`src/rtl/mmult_result_reader_if.sv`:
```
// Bundle between the 3x3 matrix multiplier, the result reader and the
// downstream formatter.
//   mat_valid / C_mat     : result level-valid and packed matrix from the multiplier
//   out_valid / out_ready : element stream handshake
//   out_data, out_row, out_col, out_row_last, out_last : current element and position
//   busy / done / overrun : reader status
// master = the reader (consumes the result, drives the stream and status).
// slave  = the environment around it (multiplier plus downstream sink).
interface mmult_result_reader_if #(
  parameter int N      = 3,
  parameter int ELEM_W = 17
);
  logic                    mat_valid;
  logic [0:N*N*ELEM_W-1]   C_mat;
  logic                    out_valid;
  logic                    out_ready;
  logic [ELEM_W-1:0]       out_data;
  logic [1:0]              out_row;
  logic [1:0]              out_col;
  logic                    out_row_last;
  logic                    out_last;
  logic                    busy;
  logic                    done;
  logic                    overrun;

  modport master (
    input  mat_valid, C_mat, out_ready,
    output out_valid, out_data, out_row, out_col, out_row_last, out_last,
           busy, done, overrun
  );

  modport slave (
    output mat_valid, C_mat, out_ready,
    input  out_valid, out_data, out_row, out_col, out_row_last, out_last,
           busy, done, overrun
  );
endinterface

```
`src/rtl/mmult_result_reader.sv`:
```
// Consumer side of the NxN matrix-multiplier result interface. Captures the
// packed result on a rising mat_valid, keeps a private copy, and streams the
// elements row-major over a valid/ready handshake.
// Ports:
//   clk   : system clock, rising edge
//   reset : synchronous, active-high
//   bus   : mmult_result_reader_if.master (result in, element stream out, status)
//
// state  | meaning
// -------+-----------------------------------------------------------
// S_IDLE | waiting for a rising mat_valid; no element presented
// S_SEND | presenting buffer element k; k advances on each transfer
// S_DONE | one-cycle done pulse after the last transfer, still busy
module mmult_result_reader #(
  parameter int N      = 3,
  parameter int ELEM_W = 17
) (
  input  logic                  clk,
  input  logic                  reset,
  mmult_result_reader_if.master bus
);
  localparam int NE   = N * N;
  localparam int K_W  = (NE > 1) ? $clog2(NE) : 1;
  localparam int RC_W = 2;
  localparam logic [K_W-1:0] K_LAST = K_W'(NE - 1);

  typedef enum logic [1:0] {S_IDLE, S_SEND, S_DONE} state_t;

  state_t            state_q, state_d;
  logic [K_W-1:0]    k_q, k_d;
  logic [ELEM_W-1:0] buf_q [NE];
  logic [ELEM_W-1:0] buf_d [NE];
  logic              mat_valid_q;
  logic              overrun_q, overrun_d;

  logic capture;
  logic xfer;

  assign capture = bus.mat_valid & ~mat_valid_q;
  assign xfer    = (state_q == S_SEND) & bus.out_ready;

  // State register and datapath flops
  always_ff @(posedge clk) begin
    if (reset) begin
      state_q     <= S_IDLE;
      k_q         <= '0;
      mat_valid_q <= 1'b0;
      overrun_q   <= 1'b0;
      for (int i = 0; i < NE; i++) buf_q[i] <= '0;
    end else begin
      state_q     <= state_d;
      k_q         <= k_d;
      mat_valid_q <= bus.mat_valid;
      overrun_q   <= overrun_d;
      for (int i = 0; i < NE; i++) buf_q[i] <= buf_d[i];
    end
  end

  // Next-state logic
  always_comb begin
    state_d = state_q;
    case (state_q)
      S_IDLE:  if (capture) state_d = S_SEND;
      S_SEND:  if (xfer && (k_q == K_LAST)) state_d = S_DONE;
      S_DONE:  state_d = S_IDLE;
      default: state_d = S_IDLE;
    endcase
  end

  // Buffer, element index and overrun update
  always_comb begin
    k_d = k_q;
    for (int i = 0; i < NE; i++) buf_d[i] = buf_q[i];
    // A rising mat_valid outside IDLE is dropped; the running stream keeps its copy.
    overrun_d = overrun_q | (capture & (state_q != S_IDLE));
    if ((state_q == S_IDLE) && capture) begin
      k_d = '0;
      // Ascending C_mat: element i's MSB sits at bit i*ELEM_W.
      for (int i = 0; i < NE; i++) buf_d[i] = bus.C_mat[i*ELEM_W +: ELEM_W];
    end else if (xfer && (k_q != K_LAST)) begin
      k_d = k_q + 1'b1;
    end
  end

  // Outputs; position fields are gated so IDLE/DONE present all zeros.
  always_comb begin
    bus.out_valid    = 1'b0;
    bus.out_data     = '0;
    bus.out_row      = '0;
    bus.out_col      = '0;
    bus.out_row_last = 1'b0;
    bus.out_last     = 1'b0;
    bus.busy         = (state_q != S_IDLE);
    bus.done         = (state_q == S_DONE);
    bus.overrun      = overrun_q;
    if (state_q == S_SEND) begin
      bus.out_valid    = 1'b1;
      bus.out_data     = buf_q[k_q];
      bus.out_row      = RC_W'(k_q / K_W'(N));
      bus.out_col      = RC_W'(k_q % K_W'(N));
      bus.out_row_last = ((k_q % K_W'(N)) == K_W'(N - 1));
      bus.out_last     = (k_q == K_LAST);
    end
  end
endmodule
```
`src/flat_wrapper.sv`:
```
// flat-port wrapper written by rule: the top's interface ports become plain ports
module mmult_result_reader_flat 
#(
  parameter int N      = 3,
  parameter int ELEM_W = 17
)
  (clk, reset, bus_mat_valid, bus_C_mat, bus_out_ready, bus_out_valid, bus_out_data, bus_out_row, bus_out_col, bus_out_row_last, bus_out_last, bus_busy, bus_done, bus_overrun);
  mmult_result_reader_if #(.N(N), .ELEM_W(ELEM_W)) bus_i ();
  input  logic clk;
  input  logic reset;
  input wire logic [$bits(bus_i.mat_valid)-1:0] bus_mat_valid;
  input wire logic [$bits(bus_i.C_mat)-1:0] bus_C_mat;
  input wire logic [$bits(bus_i.out_ready)-1:0] bus_out_ready;
  output wire logic [$bits(bus_i.out_valid)-1:0] bus_out_valid;
  output wire logic [$bits(bus_i.out_data)-1:0] bus_out_data;
  output wire logic [$bits(bus_i.out_row)-1:0] bus_out_row;
  output wire logic [$bits(bus_i.out_col)-1:0] bus_out_col;
  output wire logic [$bits(bus_i.out_row_last)-1:0] bus_out_row_last;
  output wire logic [$bits(bus_i.out_last)-1:0] bus_out_last;
  output wire logic [$bits(bus_i.busy)-1:0] bus_busy;
  output wire logic [$bits(bus_i.done)-1:0] bus_done;
  output wire logic [$bits(bus_i.overrun)-1:0] bus_overrun;
  assign bus_i.mat_valid = bus_mat_valid;
  assign bus_i.C_mat = bus_C_mat;
  assign bus_i.out_ready = bus_out_ready;
  assign bus_out_valid = bus_i.out_valid;
  assign bus_out_data = bus_i.out_data;
  assign bus_out_row = bus_i.out_row;
  assign bus_out_col = bus_i.out_col;
  assign bus_out_row_last = bus_i.out_row_last;
  assign bus_out_last = bus_i.out_last;
  assign bus_busy = bus_i.busy;
  assign bus_done = bus_i.done;
  assign bus_overrun = bus_i.overrun;
  mmult_result_reader #(.N(N), .ELEM_W(ELEM_W)) u_core (.clk(clk), .reset(reset), .bus(bus_i));
endmodule
```
`config.mk`:
```
export PLATFORM = sky130hd
export DESIGN_NAME = mmult_result_reader_flat
export DESIGN_NICKNAME = d
export VERILOG_FILES = /design/src/rtl/mmult_result_reader_if.sv /design/src/rtl/mmult_result_reader.sv /design/src/flat_wrapper.sv
export SDC_FILE = /design/constraint.sdc
export NUM_CORES = 1
export LEC_CHECK = 0
export BUFFER_PORTS_ARGS = -buffer_cell sky130_fd_sc_hd__buf_2
export CORE_MARGIN = 2
export CORE_UTILIZATION = 58
export DETAILED_ROUTE_END_ITERATION = 12
export PLACE_DENSITY = 0.91
export SYNTH_ARGS = -nofsm -noshare
export SYNTH_HDL_FRONTEND = slang
export SYNTH_SLANG_ARGS = --single-unit
```
`constraint.sdc`:
```
create_clock -name clk -period 14.9 [get_ports clk]
set_input_delay 1.49 -clock clk [delete_from_list [all_inputs] [get_ports clk]]
set_output_delay 1.49 -clock clk [all_outputs]
set_load 0.01 [all_outputs]
```
==> results of run 1 <==
per-layer routing:
layer	up-vias	global-route usage (%)
met3	40	4.893
met1	2228	32.57
li1	2219	-
met4	0	12.80
met2	222	37.57
met5	-	0
final timing paths:
path	start	to	slack, ns	cells after the start
max	u_core.k_q[3]	bus_out_row_last	10.17	11
min	u_core.bus.overrun	u_core.bus.overrun	0.50	2
max reg2reg	u_core.state_q[1]	u_core.buf_q[8][11]	11.85	4
min reg2reg	u_core.bus.overrun	u_core.bus.overrun	0.50	2
Yosys cell counts (2+ instances only):
| cell type | number | area (µm²) |
|---|---|---|
| o22a_1 | 2 | 17.52 |
| clkbuf_1 | 27 | 101.4 |
| nor2b_1 | 5 | 31.28 |
| nand2_1 | 4 | 15.01 |
| nor3_1 | 2 | 10.01 |
| mux2i_1 | 18 | 180.2 |
| nor2_1 | 43 | 161.4 |
| nand3_1 | 2 | 10.01 |
| xnor2_1 | 4 | 35.03 |
| inv_1 | 7 | 26.28 |
| o21ai_0 | 2 | 10.01 |
| ha_1 | 6 | 75.07 |
| mux4_2 | 34 | 765.7 |
| buf_1 | 2 | 7.510 |
| a21oi_1 | 22 | 110.1 |
| dfxtp_1 | 12 | 240.2 |
| edfxtp_1 | 153 | 4594 |
| or2_2 | 3 | 18.77 |
| buf_2 | 8 | 40.04 |
| and2_1 | 153 | 957.2 |
area by class of cell:
cell class / instances / area [µm²] / area share [%]
Antenna cell: 2 / 5.005 / 0.05490
Clock buffer: 18 / 429.2 / 4.708
Clock inverter: 14 / 130.1 / 1.427
Inverter: 7 / 26.28 / 0.2882
Multi-Input combinational cell: 316 / 2535 / 27.81
Sequential cell: 165 / 4837 / 53.06
Tap cell: 172 / 215.2 / 2.361
Timing Repair Buffer: 186 / 938.4 / 10.29
registers in the layout, summed over array words and instances, names as in the netlist, named ones only:
name / cells
u_core.mat_valid_q: 1
u_core.buf_q: 153
u_core.k_q: 4
u_core.bus.overrun: 1
u_core.state_q: 2
placed cells by master (no fill, tap or decap), drive strengths merged:
cell and instances:
a21oi 22, nand2b 1, and3b 1, clkinv 6
edfxtp 153, nand3 2, or2 4, or2b 1
nor3 2, nand4b 1, or4 1, a31oi 1
or3 2, nor3b 1, xnor2 4, inv 10
mux2i 18, nor2b 5, dfxtp 12, nor2 43
a211oi 2, diode 2, clkbuf 18, nand3b 1
buf 186, ha 6, mux4 34, bufinv 1
nand2 4, o22a 2, o21ai 2, a311oi 1
and2 154, and2b 1, clkinvlp 4
cell families (layout without fill, tap and decap cells):
kind of cell | count (synthesis) | count (layout) | share of synthesized area [%]
buffers and inverters | 44 | 225 | 2.325
xor gates and xnor gates | 4 | 4 | 0.4649
other | 0 | 2 | 0
and+or+nand+nor | 224 | 224 | 17.20
adders and majority gates | 6 | 6 | 0.9963
muxes | 52 | 52 | 12.55
AOI/OAI and AO/OA | 30 | 30 | 2.292
DFF | 165 | 165 | 64.16
tightest hold or removal path: stages (launching register included):
cell and delay [ns]:
dfxtp_1 0.32, a31oi_1 0.05, nor2_1 0.09
power breakdown:
| part | internal (µW) | switching, µW | leakage, µW | total [µW] |
|---|---|---|---|---|
| Clock | 231 | 180 | 0.000261 | 411 |
| Combinational | 46.2 | 49.2 | 0.00173 | 95.4 |
| Sequential | 548 | 11.1 | 0.00174 | 559 |
metrics by stage:
stage,instance area (µm²),util [%]
floorplan,7535,-
global placement,8552,67.49
detailed placement,8552,67.49
CTS,9111,71.91
global route,9116,71.95
finish,9116,71.95
==> impl_metrics.toml, run 1 <==
[die]
die_y_um = 118.0
fp.dieW_um = 118.0
rows = 41
core-area_um2 = 12670
die_area_um2 = 13920
initial_core_util_pct = 59.46
io_pins = 184

[yosys]
yosys_register_bits = 165
synthCells = 525
synthFlopType = "edfxtp_1"
async_flop_share_pct = 0
synthesis.nets = 688
synth_area_um2 = 7535
yosysSeqAreaShare_pct = 64.16
avgSynthCellArea_um2 = 14.35
yosys.cell_types.count = 36
yosys_warnings = 0
synth-edff-count = 153

[job]
drv_cap = 0

[setup_path]
cp_slowest_stage_delay_ns = 0.62
critical-path-top-cell-by-count = "ha_1"
crit_arrival_ns = 3.24
cp_slowest_cell = "or4_1"
criticalPathCategory = "reg2out"
worstPathRequired_ns = 13.41
worstPathMaxFanout = 7
crit_buf_inv = 2
critPathLaunchType = "register"
path_cells = "and2b_4 > ha_1 > inv_1 > ha_1 > nand2_1 > xnor2_1 > ha_1 > or4_1 > o22a_1 > a211oi_2 > buf_2"
cp-end-kind = "output pin"
cp_top_family = "simple AND/OR/NAND/NOR gates"

[global_routing]
antenna_found_initial = 2
grt_usage_pct = 24.19
grt-ovfl-total = 0
grt_max_degree = 155
grt_pass1_wl_mm = 25.40
grt_pass1_vias = 4975

[cells_and_area]
area_delta_synth_final_pct = 20.99
fill_cells = 817
drive_gt1_share_pct = 36.97
nets = 856
finalNonFillerCells = 880

[clock_network]
ctsResizeCount = 0
clkTransAtPathRegs_ns = 0.06
hold_buffers = 0
cts_buffers = 17
cts_root_buffer = "clkbuf_16"
cts_htree_levels = 4
cts.sinks = 165
post_cts_buffers = 0
clk_path_buf_depth = 2
clk_latency_ns = 0.43
tritoncts = "done"

[routing]
drc = 0
routedWlPerCell_um = 18.13
viasPerCell = 5.351
ant_nets = 0
firstDrtPassIters = 5
met1_length_mm = 6.655
drt_wl_total_mm = 15.95
routed.top_layer = "met4"
initialDrtViolationCount = 389
route.met2.wl_mm = 7.848
met3_wirelength_um = 968
vias = 4709

[sta]
whs_ns = 0.4964
rsz0062_at_grt = "no"
timing.final.crit_share_pct = 31.75
setup_tns_ns = 0
min_period_ns = 4.731
slew_viol_final = 0
finalSetupViolCount = 0
relSlewSlack_pct = 21.92
clock_skew_ns = 0.01047
tightest_slew_ns = 1.170
fmax_ghz = 0.2114
hold_violations = 0
setup_slack_ns = 10.17

[placed_design]
dp_hpwl_mm = 10.96
place_congestion = 0.8552
place_ws_ns = 10.62
place_inst = 846
io_buffers = 183

[pwr]
p_leak_uw = 0.003723
power_density_nw_per_um2 = 116.9
vdd_drop_max_v = 0.00007028
p_total_uw = 1065

[worst_hold_path]
hp-class = "reg2reg"

[status]
status = "finished, final reports clean"
Power figures use the tool's default switching activity.
==> run 2: changes to the inputs <==
--- a/config.mk
+++ b/config.mk
@@ -7,9 +7,9 @@
 export LEC_CHECK = 0
 export BUFFER_PORTS_ARGS = -buffer_cell sky130_fd_sc_hd__buf_2
 export CORE_MARGIN = 2
-export CORE_UTILIZATION = 58
+export CORE_UTILIZATION = 48
 export DETAILED_ROUTE_END_ITERATION = 12
-export PLACE_DENSITY = 0.91
+export PLACE_DENSITY = 0.81
 export SYNTH_ARGS = -nofsm -noshare
 export SYNTH_HDL_FRONTEND = slang
 export SYNTH_SLANG_ARGS = --single-unit
==> constraint.sdc (replaced) <==
create_clock -name clk -period 3.86 [get_ports clk]
set_input_delay 0.386 -clock clk [delete_from_list [all_inputs] [get_ports clk]]
set_output_delay 0.386 -clock clk [all_outputs]
set_load 0.01 [all_outputs]
==> impl_metrics.toml, run 2 (same netlist as run 1, synthesis figures left out) <==
[clock_network]
hold_buffers = 0
clk_latency_ns = 0.42
cts.sinks = 165
cts_root_buffer = "clkbuf_16"
cts_buffers = 17
tritoncts = "done"
post_cts_buffers = 0
ctsResizeCount = 0
clkTransAtPathRegs_ns = 0.06
cts_htree_levels = 4
clk_path_buf_depth = 2

[cells_and_area]
nets = 860
diodes = 0
finalNonFillerCells = 920
reg_top3 = "u_core.buf_q (153), u_core.k_q (4), u_core.state_q (2)"
fill_cells = 1206
layout_commonest_cell = "buf_2"
drive_gt1_share_pct = 36.95
largest_reg_flops = 153
final_cell_mix = "buf_2 (183), and2_1 (153), edfxtp_1 (153), nor2_1 (43), mux4_2 (34)"
fin_util_pct = 60.32
top_register = "u_core.buf_q"
area_delta_synth_final_pct = 22.15

[setup_path]
cp-end-kind = "output pin"
crit_arrival_ns = 3.15
cp_slowest_stage_delay_ns = 0.61
criticalPathCategory = "reg2out"
r2r_start = "u_core.state_q[1]"
critPathLaunchType = "register"
timing.critical_path.from = "u_core.k_q[3]"
r2r_cells = 5
worstPathMaxFanout = 7
critical-path-top-cell-by-count = "ha_1"
cp_slowest_cell = "or4_1"
worstPathRequired_ns = 3.47
r2r_slack_ns = 1.49
crit_end = "bus_out_row_last"
path_cells = "and2b_4 > ha_1 > inv_1 > ha_1 > nand2_1 > xnor2_1 > ha_1 > or4_1 > o22a_1 > a211oi_2 > buf_2"
rr_endpoint = "u_core.buf_q[0][15]"

[sta]
min_period_ns = 3.536
tightest_slew_ns = 1.119
hold_violations = 0
timing.final.crit_share_pct = 91.61
setup_tns_ns = 0
clock_skew_ns = 0.007572
whs_ns = 0.2170
slew_viol_final = 0
finalSetupViolCount = 0
fmax_ghz = 0.2828
rsz0062_at_grt = "no"
relSlewSlack_pct = 25.27

[global_routing]
grt-ovfl-total = 0
grt_max_degree = 154
grt_pass1_wl_mm = 23.54
antenna_found_initial = 0
grt_usage_pct = 19.04
grt_pass1_vias = 4543

[routing]
viasPerCell = 4.949
drc = 0
routedWlPerCell_um = 16.92
ant_nets = 0
vias = 4553
initialDrtViolationCount = 255
firstDrtPassIters = 4
drt_wl_total_mm = 15.57

[die]
die_area_um2 = 16720
fp.dieW_um = 129.3
initial_core_util_pct = 49.38
rows = 45
core-area_um2 = 15260
io_pins = 184
die_y_um = 129.3

[placed_design]
io_buffers = 183
dp_hpwl_mm = 10.79
place_inst = 889
place_congestion = 0.7844

[worst_hold_path]
hp-class = "in2reg"

[pwr]
vdd_drop_max_v = 0.0002862
p_leak_uw = 0.003756
power_density_nw_per_um2 = 450.9

[job]
drv_cap = 0

[status]
status = "finished, final reports clean"
## run 2: cell count changes in the layout (fill, tap and decap cells not counted), sizes merged
cell | previous run | this run
clkinvlp | 4 | 2
bufinv | 1 | 2
diode | 2 | 0
clkinv | 6 | 5
buf | 186 | 190
clkbuf | 18 | 19
## run 2: layout make-up
type	instances	area (µm²)	share of cell area [%]
Inverter	7	26.28	0.2855
Tap cell	211	264.0	2.868
Sequential cell	165	4837	52.56
Clock inverter	12	127.6	1.387
Timing Repair Buffer	190	980.9	10.66
Clock buffer	19	432.9	4.704
Multi-Input combinational cell	316	2535	27.54
## run 2: per-layer routing
metal  GRT usage [%]  vias up  part of all wire [%]
met5               0        -                     0
met2           29.10      166                    47
met3           4.046       24                   6.2
met1           27.07     2142                    44
met4           7.353        0                   1.9
li1                -     2221                     -
## run 2: report_power, final
group	total (µW)	switching, µW	leakage, µW	internal (µW)
registers	2160	44.3	0.00174	2110
logic	368	185	0.00175	183
clock network	1630	677	0.000269	948
total	4150	907	0.00376	3240
## run 2: stage by stage
stage	setup slack [ns]	power [µW]	area (µm²)
after floorplan	0.5195	2406	7536
after global placement	0.8958	2544	8643
after detailed placement	0.7602	2569	8643
after CTS	0.3050	4181	9204
after global routing	0.1303	4289	9204
final	0.3238	4150	9204
## run 2: how the worst min path moves through the flow
stage                  startpoint  depth (start not counted)  slack, ns             endpoint
3_3_place_gp   u_core.bus.overrun                          2       0.44   u_core.bus.overrun
3_5_place_dp   u_core.bus.overrun                          2       0.48   u_core.bus.overrun
4_1_cts             bus_mat_valid                          2       0.20   u_core.mat_valid_q
6_report            bus_mat_valid                          2       0.22   u_core.mat_valid_q
5_1_grt             bus_C_mat[79]                          2       0.22  u_core.buf_q[4][11]
2_1_floorplan               reset                          1       0.46   u_core.mat_valid_q
## run 2: worst max-delay path: cells and delay by family, from the launching register on
kind	cells	cell delay, ns
XOR/XNOR	1	0.15
AND/OR/NAND/NOR	3	0.93
adder cells (fa/ha/maj)	3	0.63
buffers and inverters	2	0.22
flip-flops	1	0.38
AO/OA/AOI/OAI	2	0.41
==> run 3: changes to the inputs <==
--- a/config.mk
+++ b/config.mk
@@ -9,7 +9,7 @@
 export CORE_MARGIN = 2
 export CORE_UTILIZATION = 48
 export DETAILED_ROUTE_END_ITERATION = 12
-export PLACE_DENSITY = 0.81
+export PLACE_DENSITY = 0.76
 export SYNTH_ARGS = -nofsm -noshare
 export SYNTH_HDL_FRONTEND = slang
 export SYNTH_SLANG_ARGS = --single-unit
==> impl_metrics.toml, run 3 (same netlist as run 1, synthesis figures left out) <==
[die]
fp.dieW_um = 129.3
rows = 45
io_pins = 184
die_y_um = 129.3
core-area_um2 = 15260
initial_core_util_pct = 49.38
die_area_um2 = 16720

[global_routing]
grt_max_degree = 155
grt_usage_pct = 19.67
grt_pass1_wl_mm = 24.32
antenna_found_initial = 0
grt_pass1_vias = 4676
grt-ovfl-total = 0

[cells_and_area]
reg_top3 = "u_core.buf_q (153), u_core.k_q (4), u_core.state_q (2)"
largest_reg_flops = 153
nets = 859
top_register = "u_core.buf_q"
fill_cells = 1213
area_delta_synth_final_pct = 22.73
layout_commonest_cell = "buf_2"
final_cell_mix = "buf_2 (183), and2_1 (153), edfxtp_1 (153), nor2_1 (43), mux4_2 (34)"
drive_gt1_share_pct = 37.06
multi_input_area_um2 = 2535
fin_util_pct = 60.61
seq_area_um2 = 4837

[setup_path]
path_cells = "and2b_4 > ha_1 > inv_1 > ha_1 > nand2_1 > xnor2_1 > ha_1 > or4_1 > o22a_1 > a211oi_2 > buf_2"
r2r_cells = 4
rr_endpoint = "u_core.buf_q[7][12]"
worstPathRequired_ns = 3.47
worstPathMaxFanout = 7
cp-end-kind = "output pin"
r2r_slack_ns = 1.36
r2r_start = "u_core.state_q[1]"
cp_slowest_cell = "or4_1"
timing.critical_path.from = "u_core.k_q[3]"
critical-path-top-cell-by-count = "ha_1"
cp_slowest_stage_delay_ns = 0.62
crit_cells = 11
crit_buf_inv = 2
critPathLaunchType = "register"
crit_end = "bus_out_row_last"
crit_arrival_ns = 3.21
cp_top_family = "simple AND/OR/NAND/NOR gates"
criticalPathCategory = "reg2out"

[sta]
setup_tns_ns = 0
min_period_ns = 3.591
relSlewSlack_pct = 25.31
finalSetupViolCount = 0
hold_violations = 0
tightest_slew_ns = 1.120
rsz0062_at_grt = "no"
clock_skew_ns = 0.006561
slew_viol_final = 0
timing.final.crit_share_pct = 93.04
fmax_ghz = 0.2785

[clock_network]
cts_buffers = 17
hold_buffers = 0
post_cts_buffers = 0
clkTransAtPathRegs_ns = 0.06
ctsResizeCount = 0
cts_htree_levels = 4
cts_root_buffer = "clkbuf_16"
clk_latency_ns = 0.42
tritoncts = "done"
clk_path_buf_depth = 2
cts.sinks = 165

[status]
status = "finished, final reports clean"

[routing]
vias = 4640
drt_wl_total_mm = 15.83
routedWlPerCell_um = 17.23
firstDrtPassIters = 5
initialDrtViolationCount = 342
ant_nets = 0
viasPerCell = 5.049
drc = 0

[worst_hold_path]
hp-start = "bus_mat_valid"
hp-class = "in2reg"

[placed_design]
place_congestion = 0.7738
dp_hpwl_mm = 10.75
io_buffers = 183

[pwr]
p_leak_uw = 0.003765
pwr-share-clk_pct = 41.0
p_comb_share_pct = 8.8
vdd_drop_max_v = 0.0002918
netSwitchingFraction_pct = 21.33
power_switching_uw = 913.1
power_density_nw_per_um2 = 463.0
pwr-share-seq_pct = 50.3
internal_power_uw = 3368

[job]
drv_cap = 0
==> run 3: changes by cell type in the layout (fill, tap and decap cells not counted), moves of 2 or more <==
cell,delta
inv_6,-2
clkinvlp_4,+2
bufinv_16,+2
clkinv_2,-2
clkbuf_1,-2
==> run 3: power groups by stage <==
stage	combinational, µW	sequential (µW)	clock [µW]
2_1_floorplan	226	2180	0
3_3_place_gp	370	2180	0
3_5_place_dp	379	2190	0
4_1_cts	381	2150	1770
5_1_grt	416	2160	1830
6_report	376	2150	1750
==> run 3: worst min path at each step <==
stage | end | slack [ns] | depth (start not counted)
floorplan | u_core.mat_valid_q | 0.46 | 1
global placement | u_core.bus.overrun | 0.44 | 2
detailed placement | u_core.bus.overrun | 0.49 | 2
CTS | u_core.mat_valid_q | 0.19 | 2
global route | u_core.buf_q[0][8] | 0.22 | 2
finish | u_core.mat_valid_q | 0.21 | 2
==> run 3: per-stage QoR <==
step	area (µm²)	total power [µW]	setup slack, ns	cells	hold slack [ns]
floorplan	7536	2406	0.5195	525	0.4576
global placement	8636	2547	0.8975	888	0.4439
detailed placement	8636	2569	0.7476	888	0.4864
CTS	9245	4309	0.2733	918	0.1944
global route	9245	4413	0.06796	918	0.2206
finish	9248	4281	0.2687	919	0.2137
==> run 3: area by class of cell <==
| class | instances | share of cell area, % |
|---|---|---|
| clock inverters | 13 | 1.989 |
| multi-input cells | 316 | 27.41 |
| inverters | 7 | 0.2841 |
| well taps | 211 | 2.855 |
| repair buffers | 189 | 10.53 |
| clock buffers | 17 | 4.600 |
| flip-flops and latches | 165 | 52.31 |
| diodes | 1 | 0.02706 |
==> run 3: per-layer routing <==
metal  global-route usage (%)  part of all wire, %
met1                    27.46                   45
met2                    30.84                   47
met3                    4.542                  6.2
met4                    6.650                  1.3
met5                        0                    0
